**src/rtl/ultrasonic_echo_emulator_pkg.sv**
```systemverilog
// Shared types and default timing for the HC-SR04-style echo responder.
package ultrasonic_pkg;

    typedef enum logic [2:0] {
        IDLE,
        TRIG_HI,
        BURST,
        ECHO,
        GUARD
    } state_t;

    localparam int DEF_W            = 22;
    localparam int DEF_MIN_TRIG_CYC = 500;
    localparam int DEF_BURST_CYC    = 10000;
    localparam int DEF_TIMEOUT_CYC  = 1900000;
    localparam int DEF_GUARD_CYC    = 500000;

    // Fibonacci LFSR for x^8+x^6+x^5+x^4+1: taps on bits 7,5,4,3
    localparam logic [7:0] LFSR_SEED = 8'hA5;
    localparam logic [7:0] LFSR_TAPS = 8'hB8;

    function automatic logic [7:0] lfsr_next(input logic [7:0] q);
        return {q[6:0], ^(q & LFSR_TAPS)};
    endfunction

endpackage

```
**src/rtl/ultrasonic_echo_emulator_sync_2ff.sv**
```systemverilog
// Two-flop synchroniser for a single asynchronous level input.
module sync_2ff (
    input  logic clk,
    input  logic rst_n,
    input  logic d,
    output logic q
);

    logic meta;

    always_ff @(posedge clk or negedge rst_n) begin
        if (!rst_n) begin
            meta <= 1'b0;
            q    <= 1'b0;
        end else begin
            meta <= d;
            q    <= meta;
        end
    end

endmodule

```
**src/rtl/ultrasonic_echo_emulator.sv**
```systemverilog
// Sensor-side trig/echo responder: trig width check, burst delay, echo pulse, guard time.
// Optional macro ECHO_JITTER_EN adds LFSR-based jitter to the echo width.
module ultrasonic_echo_emulator
    import ultrasonic_pkg::*;
#(
    parameter int W            = DEF_W,
    parameter int MIN_TRIG_CYC = DEF_MIN_TRIG_CYC,
    parameter int BURST_CYC    = DEF_BURST_CYC,
    parameter int TIMEOUT_CYC  = DEF_TIMEOUT_CYC,
    parameter int GUARD_CYC    = DEF_GUARD_CYC
) (
    input  logic         clk,
    input  logic         rst_n,
    input  logic         trig,
    input  logic         enable,
    input  logic [W-1:0] echo_cycles,
    output logic         echo,
    output logic         busy,
    output logic         trig_short
);

    localparam int MAX_AB  = (TIMEOUT_CYC > BURST_CYC) ? TIMEOUT_CYC : BURST_CYC;
    localparam int MAX_CYC = (MAX_AB > GUARD_CYC) ? MAX_AB : GUARD_CYC;
    localparam int CW      = $clog2(MAX_CYC) + 1;
    localparam int SW      = ((W > CW) ? W : CW) + 1;

    localparam logic [CW-1:0] MIN_C      = CW'(MIN_TRIG_CYC);
    localparam logic [CW-1:0] BURST_LAST = CW'(BURST_CYC - 1);
    localparam logic [CW-1:0] GUARD_LAST = CW'(GUARD_CYC - 1);
    localparam logic [CW-1:0] TIMEOUT_C  = CW'(TIMEOUT_CYC);
    localparam logic [CW-1:0] ONE_C      = CW'(1);
    localparam logic [SW-1:0] TIMEOUT_S  = SW'(TIMEOUT_CYC);

    logic          trig_s;
    logic          trig_s_d;
    state_t        state, state_nx;
    logic [CW-1:0] cnt, cnt_nx;
    logic [CW-1:0] len, len_nx;
    logic          echo_nx;
    logic          short_nx;
    logic [SW-1:0] len_req;
    logic [CW-1:0] len_clamped;

    sync_2ff u_trig_sync (
        .clk   (clk),
        .rst_n (rst_n),
        .d     (trig),
        .q     (trig_s)
    );

`ifdef ECHO_JITTER_EN
    logic [7:0] lfsr;

    always_ff @(posedge clk or negedge rst_n) begin
        if (!rst_n) begin
            lfsr <= LFSR_SEED;
        end else if ((state == TRIG_HI) && !trig_s && (cnt >= MIN_C)) begin
            lfsr <= lfsr_next(lfsr);
        end
    end

    assign len_req = SW'(echo_cycles) + SW'(lfsr);
`else
    assign len_req = SW'(echo_cycles);
`endif

    always_comb begin
        if (len_req == '0) begin
            len_clamped = ONE_C;
        end else if (len_req > TIMEOUT_S) begin
            len_clamped = TIMEOUT_C;
        end else begin
            len_clamped = len_req[CW-1:0];
        end
    end

    assign busy = (state != IDLE);

    always_comb begin
        state_nx = state;
        cnt_nx   = cnt;
        len_nx   = len;
        echo_nx  = echo;
        short_nx = 1'b0;
        case (state)
            IDLE: begin
                if (trig_s && !trig_s_d && enable) begin
                    state_nx = TRIG_HI;
                    cnt_nx   = ONE_C;
                end
            end
            TRIG_HI: begin
                if (trig_s) begin
                    if (cnt < MIN_C) begin
                        cnt_nx = cnt + 1'b1;
                    end
                end else if (cnt >= MIN_C) begin
                    len_nx   = len_clamped;
                    cnt_nx   = '0;
                    state_nx = BURST;
                end else begin
                    short_nx = 1'b1;
                    cnt_nx   = '0;
                    state_nx = IDLE;
                end
            end
            BURST: begin
                // ECHO is entered with cnt=1 so that cnt==len marks the last high cycle
                if (cnt == BURST_LAST) begin
                    state_nx = ECHO;
                    echo_nx  = 1'b1;
                    cnt_nx   = ONE_C;
                end else begin
                    cnt_nx = cnt + 1'b1;
                end
            end
            ECHO: begin
                if (cnt == len) begin
                    echo_nx  = 1'b0;
                    cnt_nx   = '0;
                    state_nx = GUARD;
                end else begin
                    cnt_nx = cnt + 1'b1;
                end
            end
            GUARD: begin
                if (cnt == GUARD_LAST) begin
                    cnt_nx   = '0;
                    state_nx = IDLE;
                end else begin
                    cnt_nx = cnt + 1'b1;
                end
            end
            default: begin
                cnt_nx   = '0;
                echo_nx  = 1'b0;
                state_nx = IDLE;
            end
        endcase
    end

    // Next-state logic is combinational; all FSM and counter state is registered here together.
    always_ff @(posedge clk or negedge rst_n) begin
        if (!rst_n) begin
            state      <= IDLE;
            cnt        <= '0;
            len        <= '0;
            echo       <= 1'b0;
            trig_short <= 1'b0;
            trig_s_d   <= 1'b0;
        end else begin
            state      <= state_nx;
            cnt        <= cnt_nx;
            len        <= len_nx;
            echo       <= echo_nx;
            trig_short <= short_nx;
            trig_s_d   <= trig_s;
        end
    end

endmodule

```
**config.mk**
```make
export PLATFORM = sky130hd
export DESIGN_NAME = ultrasonic_echo_emulator
export DESIGN_NICKNAME = d
export VERILOG_FILES = /design/src/rtl/ultrasonic_echo_emulator_pkg.sv /design/src/rtl/ultrasonic_echo_emulator_sync_2ff.sv /design/src/rtl/ultrasonic_echo_emulator.sv
export SDC_FILE = /design/constraint.sdc
export NUM_CORES = 1
export LEC_CHECK = 0
export BUFFER_PORTS_ARGS = -buffer_cell sky130_fd_sc_hd__buf_2
export CAP_MARGIN = 40
export CORE_ASPECT_RATIO = 1.25
export CORE_MARGIN = 3
export CORE_UTILIZATION = 35
export CTS_CLUSTER_SIZE = 8
export DETAILED_ROUTE_END_ITERATION = 12
export HOLD_SLACK_MARGIN = 0.02
export REMOVE_ABC_BUFFERS = 1
export SYNTH_ARGS = -nofsm -noshare
export SYNTH_HDL_FRONTEND = slang
export SYNTH_HIERARCHICAL = 1
export SYNTH_SLANG_ARGS = --single-unit
```
**constraint.sdc**
```tcl
create_clock -name clk -period 3.2 [get_ports clk]
set_clock_uncertainty 0.2 [all_clocks]
set_input_delay 0.32 -clock clk [delete_from_list [all_inputs] [get_ports clk]]
set_output_delay 0.32 -clock clk [all_outputs]
set_load 0.005 [all_outputs]
```
# [Word-level counts from Yosys, hierarchy flattened]
# Index checks and enable logic that the tools add are counted.
[classes] n_addsub=1 n_mul=0 div_mod_pow=0 order_cmp=3 eq_ne=13 shifts=0 mux=22 bitwise_logic=2 reduce_logical=11
[op_table] operator="$mux W22" n=8
[op_table] operator="$pmux W22 S5" n=1
[op_table] operator="$logic_not A23 Y1" n=1
[op_table] operator="$add A22 B1 Y22 const B" n=1
[op_table] operator="$eq A22 B14 Y1 const B" n=1
[op_table] operator="$eq A22 B19 Y1 const B" n=1
[op_table] operator="$eq A22 B22 Y1" n=1
[op_table] operator="$ge A22 B9 Y1 const B" n=1
[op_table] operator="$gt A22 B21 Y1 const B" n=1
[op_table] operator="$lt A22 B9 Y1 const B" n=1
[op_table] operator="$mux W3" n=5
[op_table] operator="$pmux W3 S5" n=1
[op_table] operator="$ne A2 B2 Y1 const B" n=5
[op_table] operator="$eq A3 B2 Y1 const B" n=2
[op_table] operator="$reduce_and A3 Y1" n=2
[op_table] operator="$mux W1" n=5
[op_table] operator="$reduce_and A5 Y1" n=1
[op_table] operator="$eq A3 B1 Y1 const B" n=1
[op_table] operator="$eq A3 B3 Y1 const B" n=1
[op_table] operator="$logic_not A3 Y1" n=1
[op_table] operator="$ne A3 B3 Y1 const B" n=1
[op_table] operator="$pmux W1 S3" n=1
[op_table] operator="$reduce_bool A3 Y1" n=1
[op_table] operator="$reduce_or A3 Y1" n=1
[op_table] operator="other kinds (5)" n=7
[totals] regBits=52 latch_bits=0 mem_bits_rw=0 rom_bits=0 inputBits=26 mem_count=0

# [Depth between registers and ports, before layout]
[logic_depth] ltp_word=5 ltp_mapped=9 mapped_depth_nobuf=7

# [Hierarchy]
# The synthesis kept the hierarchy.
[by_module_without_submodules] mod="ultrasonic_echo_emulator" instances=1 cells_each=339 area_per_inst_um2=3006.6 seq_area_each_um2=1251.2
[by_module_without_submodules] mod="sync_2ff" instances=1 cells_each=2 area_per_inst_um2=50.0 seq_area_each_um2=50.0

# [Worst setup path before layout]
# OpenSTA, ideal clock, no wires.
[synth_timing] path_kind="register to register" from="register cnt[1]" to="register cnt[15]" setup_time_ns=0.119 arrival_ns=2.253 path_slack_ns=0.628 stages_incl_launch_ff=10 path_buffers=2 synth_period_minus_slack_ns=2.572 path_cell_list="dfrtp_1 ha_1 and3_1 clkbuf_1 nand2_1 or4_1 o21a_1 a211oi_4 buf_8 nor2_2"
[synth_between] elab_chain_len=4 elab_cells_between_ends=13 classes_between="add/sub (1); order compare (1); eq/ne (4); mux (6); reduce/logical (1)"
[synth_lines] element="start: declaration" line_no="ultrasonic_echo_emulator.sv:37" text="logic [CW-1:0] cnt, cnt_nx;"
[synth_lines] element="start signal: assignment" line_no="ultrasonic_echo_emulator.sv:153" text="cnt <= cnt_nx;"
[synth_lines] element="$add A22 B1 Y22"
[synth_lines] element="$mux W22" line_no="ultrasonic_echo_emulator.sv:94" text="if (cnt < MIN_C) begin"
[synth_lines] element="$mux W22" line_no="ultrasonic_echo_emulator.sv:93" text="if (trig_s) begin"
[synth_lines] element="$pmux W22 S5" line_no="ultrasonic_echo_emulator.sv:85" text="case (state)"
# Several ways; a longest one is shown, not always the timed one. The select of a mux whose other input is x is not followed.
# A chain may end at the register's enable or synchronous reset.

# [Worst setup path in the final report]
[layout_timing] from="register cnt[0]" to="register cnt[20]"
# The elaborated chain is that of the path after synthesis.

==> results.sh <==
export IMPL_fin_tns_setup_ps=0
export IMPL_std_cell_rows=37
export IMPL_hp_class="in -> reg"
export IMPL_wl_met1_um=3290
export IMPL_dr_total_vias=2530
export IMPL_syn_area_per_cell_sq_um=8.96
export IMPL_final_common_cell="dfrtp_1"
export IMPL_ys_types=47
export IMPL_path_class="reg -> reg"
export IMPL_vias_per_cell=5.27
export IMPL_nFillCells=856
export IMPL_cp_required_ps=3190
export IMPL_final_cell_mix="dfrtp_1, nand2_1, xnor2_1, buf_2, nor2_1"
export IMPL_cp_end_kind="flip-flop"
export IMPL_rsz0062_at_grt="no"
export IMPL_seqPwrFrac_pct=47.2
export IMPL_drtIter0Drc=199
export IMPL_maxSlewHeadroom_pct=51.1
export IMPL_initial_utilization_pct=36.5
export IMPL_grt_pass1_vias=2384
export IMPL_wl_met3_um=347
export IMPL_dp_slack_ps=411
export IMPL_io_pins=29
export IMPL_io_buffers=28
export IMPL_clockPowerShare_pct=27.8
export IMPL_die_height_um=110
export IMPL_cts_sinks=52
export IMPL_ys_seq_area_share_pct=42.6
export IMPL_antenna_left=0
export IMPL_layout_drive_gt1_share_pct=15.7
export IMPL_start_kind="flip-flop"
export IMPL_htree_num_levels=2
export IMPL_chipWidth_um=89.6
export IMPL_finalNetCount=391
export IMPL_vdd_ir_drop_worst_mv=0.189
export IMPL_clk_insertion_delay_late_ps=310
export IMPL_die_area_sq_um=9900
export IMPL_path_cells="ha_1 -> and3_1 -> nand2_1 -> or4_1 -> o21a_1 -> a211oi_4 -> buf_4 -> nor2_1"
export IMPL_highest_layer="met4"
export IMPL_cp_max_fo=16
export IMPL_coreArea_sq_um=8380
export IMPL_min_from="echo_cycles[1]"
export IMPL_switching_share_pct=34.2
export IMPL_critPathMaxStageDelay_ps=540
export IMPL_fin_ws_ps=379
export IMPL_setup_viol=0
export IMPL_outcome="finished, final reports clean"
export IMPL_drv_cap=0
export IMPL_antenna_found_initial=0
export IMPL_wl_per_cell_um=15.4
export IMPL_cts_root_buf="clkbuf_8"
export IMPL_cp_slowest_cell="dfrtp_1"
export IMPL_p_leak_nw=1.38
export IMPL_clockBufferDepth=2
export IMPL_combPwrFrac_pct=24.9
export IMPL_period_minus_slack_ps=2820
export IMPL_report_final_slew_viol_count=0
export IMPL_drcViolationCount=0
export IMPL_cts_tree="built"
export IMPL_ys_flop_type="dfrtp_1"
export IMPL_r2r_start="cnt[0]$_DFFE_PN0P_"
export IMPL_grt_pass1_wl_um=12400
export IMPL_worstPathArrival_ps=2810
export IMPL_clk_pin_slew_worst_paths_ps=100
export IMPL_tightest_slew_ps=734
export IMPL_startpoint="cnt[0]$_DFFE_PN0P_"
export IMPL_maxClockFrequency_mhz=354
export IMPL_synthArstFlopShare_pct=100
export IMPL_overflow=0
export IMPL_ys_warn_count=6
export IMPL_grt_max_degree=34
export IMPL_p_per_area_nw_per_um2=477
export IMPL_drt_wl_total_um=7390
export IMPL_dp_hpwl_um=5640
export IMPL_synth_edf_count=0
export IMPL_cts_buffers=5
export IMPL_switchingPower_mw=0.555
export IMPL_track_usage_pct=16.0
export IMPL_synthesis_area_sq_um=3060
export IMPL_gp_congestion=0.899
export IMPL_fin_crit_sh_pct=88.2
export IMPL_antenna_cells=0
export IMPL_syn_instance_count=341
export IMPL_synth_seq_cells=52
export IMPL_area_growth_pct=11.4
export IMPL_firstDrtPassIters=4
export IMPL_dr_wl_met2_um=3650
export IMPL_hold_viol_final=0
export IMPL_intPower_mw=1.07
==> cells in the mapped netlist, types with 9 or more instances <==
cell,n,area (sq um)
a21oi_1,10,50.1
clkbuf_1,14,52.6
dfrtp_1,52,1300
nand2_1,45,169
nand3_1,13,65.1
nand4_1,12,75.1
nor2_1,26,97.6
nor2_2,10,62.6
nor3_1,13,65.1
nor4_1,9,56.3
o21ai_0,20,100
xnor2_1,39,342
==> cell families after synthesis <==
group | count (synthesis) | synth area share [%]
simple gates | 152 | 25.3
compound gates | 62 | 14.3
xor+xnor | 41 | 11.7
flops | 52 | 42.6
buf+inv | 31 | 4.87
fa+ha+maj | 3 | 1.23
==> power groups by stage <==
| stage | clock network, mW | registers, mW | logic, mW |
|---|---|---|---|
| after floorplan | 0 | 0.760 | 0.259 |
| after global placement | 0 | 0.780 | 0.398 |
| after detailed placement | 0 | 0.779 | 0.401 |
| after CTS | 0.466 | 0.766 | 0.404 |
| after global routing | 0.488 | 0.776 | 0.452 |
| final | 0.452 | 0.767 | 0.405 |
==> flip-flops by register name, summed over array words and instances (netlist names) <==
register / cells
u_trig_sync/meta: 1
trig_short: 1
state: 3
u_trig_sync/q: 1
len: 22
echo: 1
trig_s_d: 1
cnt: 22
==> final cells by class <==
cell class | count | area (sq um) | area share (%)
multi-input cells | 258 | 1610 | 47.2
flip-flops and latches | 52 | 1300 | 38.2
repair buffers | 37 | 213 | 6.25
well taps | 117 | 146 | 4.30
clock buffers | 6 | 72.6 | 2.13
clock inverters | 2 | 35.0 | 1.03
inverters | 8 | 30.0 | 0.882
==> path summary, 6_finish.rpt <==
check                      cells after the start                         end  slack [ps]
max                                            8         cnt[20]$_DFFE_PN0P_         380
min reg2reg                                    0     u_trig_sync/q$_DFF_PN0_         160
min                                            2          len[1]$_DFFE_PN0P_          50
min in group asynchronous                      2  u_trig_sync/meta$_DFF_PN0_         400
max in group asynchronous                      3         len[15]$_DFFE_PN0P_        1640
max reg2reg                                    8         cnt[20]$_DFFE_PN0P_         380
==> metal layers <==
metal | global-route usage (%) | vias to the layer above
met2 | 24.9 | 67
met4 | 4.67 | 0
met5 | 0 | -
met3 | 2.54 | 6
met1 | 22.5 | 1218
li1 | - | 1239
==> through the flow <==
stage / std cells / hold slack (ps) / power (mW) / cell area [sq um] / utilization [%]
2_1_floorplan: 318 / -176 / 1.02 / 2940 / -
3_3_place_gp: 470 / 148 / 1.18 / 3280 / 39.1
3_5_place_dp: 470 / 140 / 1.18 / 3280 / 39.1
4_1_cts: 480 / 39.9 / 1.64 / 3400 / 40.6
5_1_grt: 480 / 36.6 / 1.72 / 3400 / 40.6
6_report: 480 / 46.6 / 1.62 / 3400 / 40.6
==> timing repair <==
action                                  4_1_cts  5_1_grt
endpoints found under the hold margin        33        0
setup buffers                                 0        0
endpoints found under the setup margin        0        0
hold buffers                                  2        0
resized for setup                             0        0
==> worst max-delay path: cells and delay by family, from the launching register on <==
family,cells,cell delay [ps]
and+or+nand+nor,4,1020
DFF,1,540
AOI/OAI and AO/OA,2,450
buffers and inverters,1,300
adders and majority gates,1,200
Note: power is estimated with default switching activity, not from simulation.
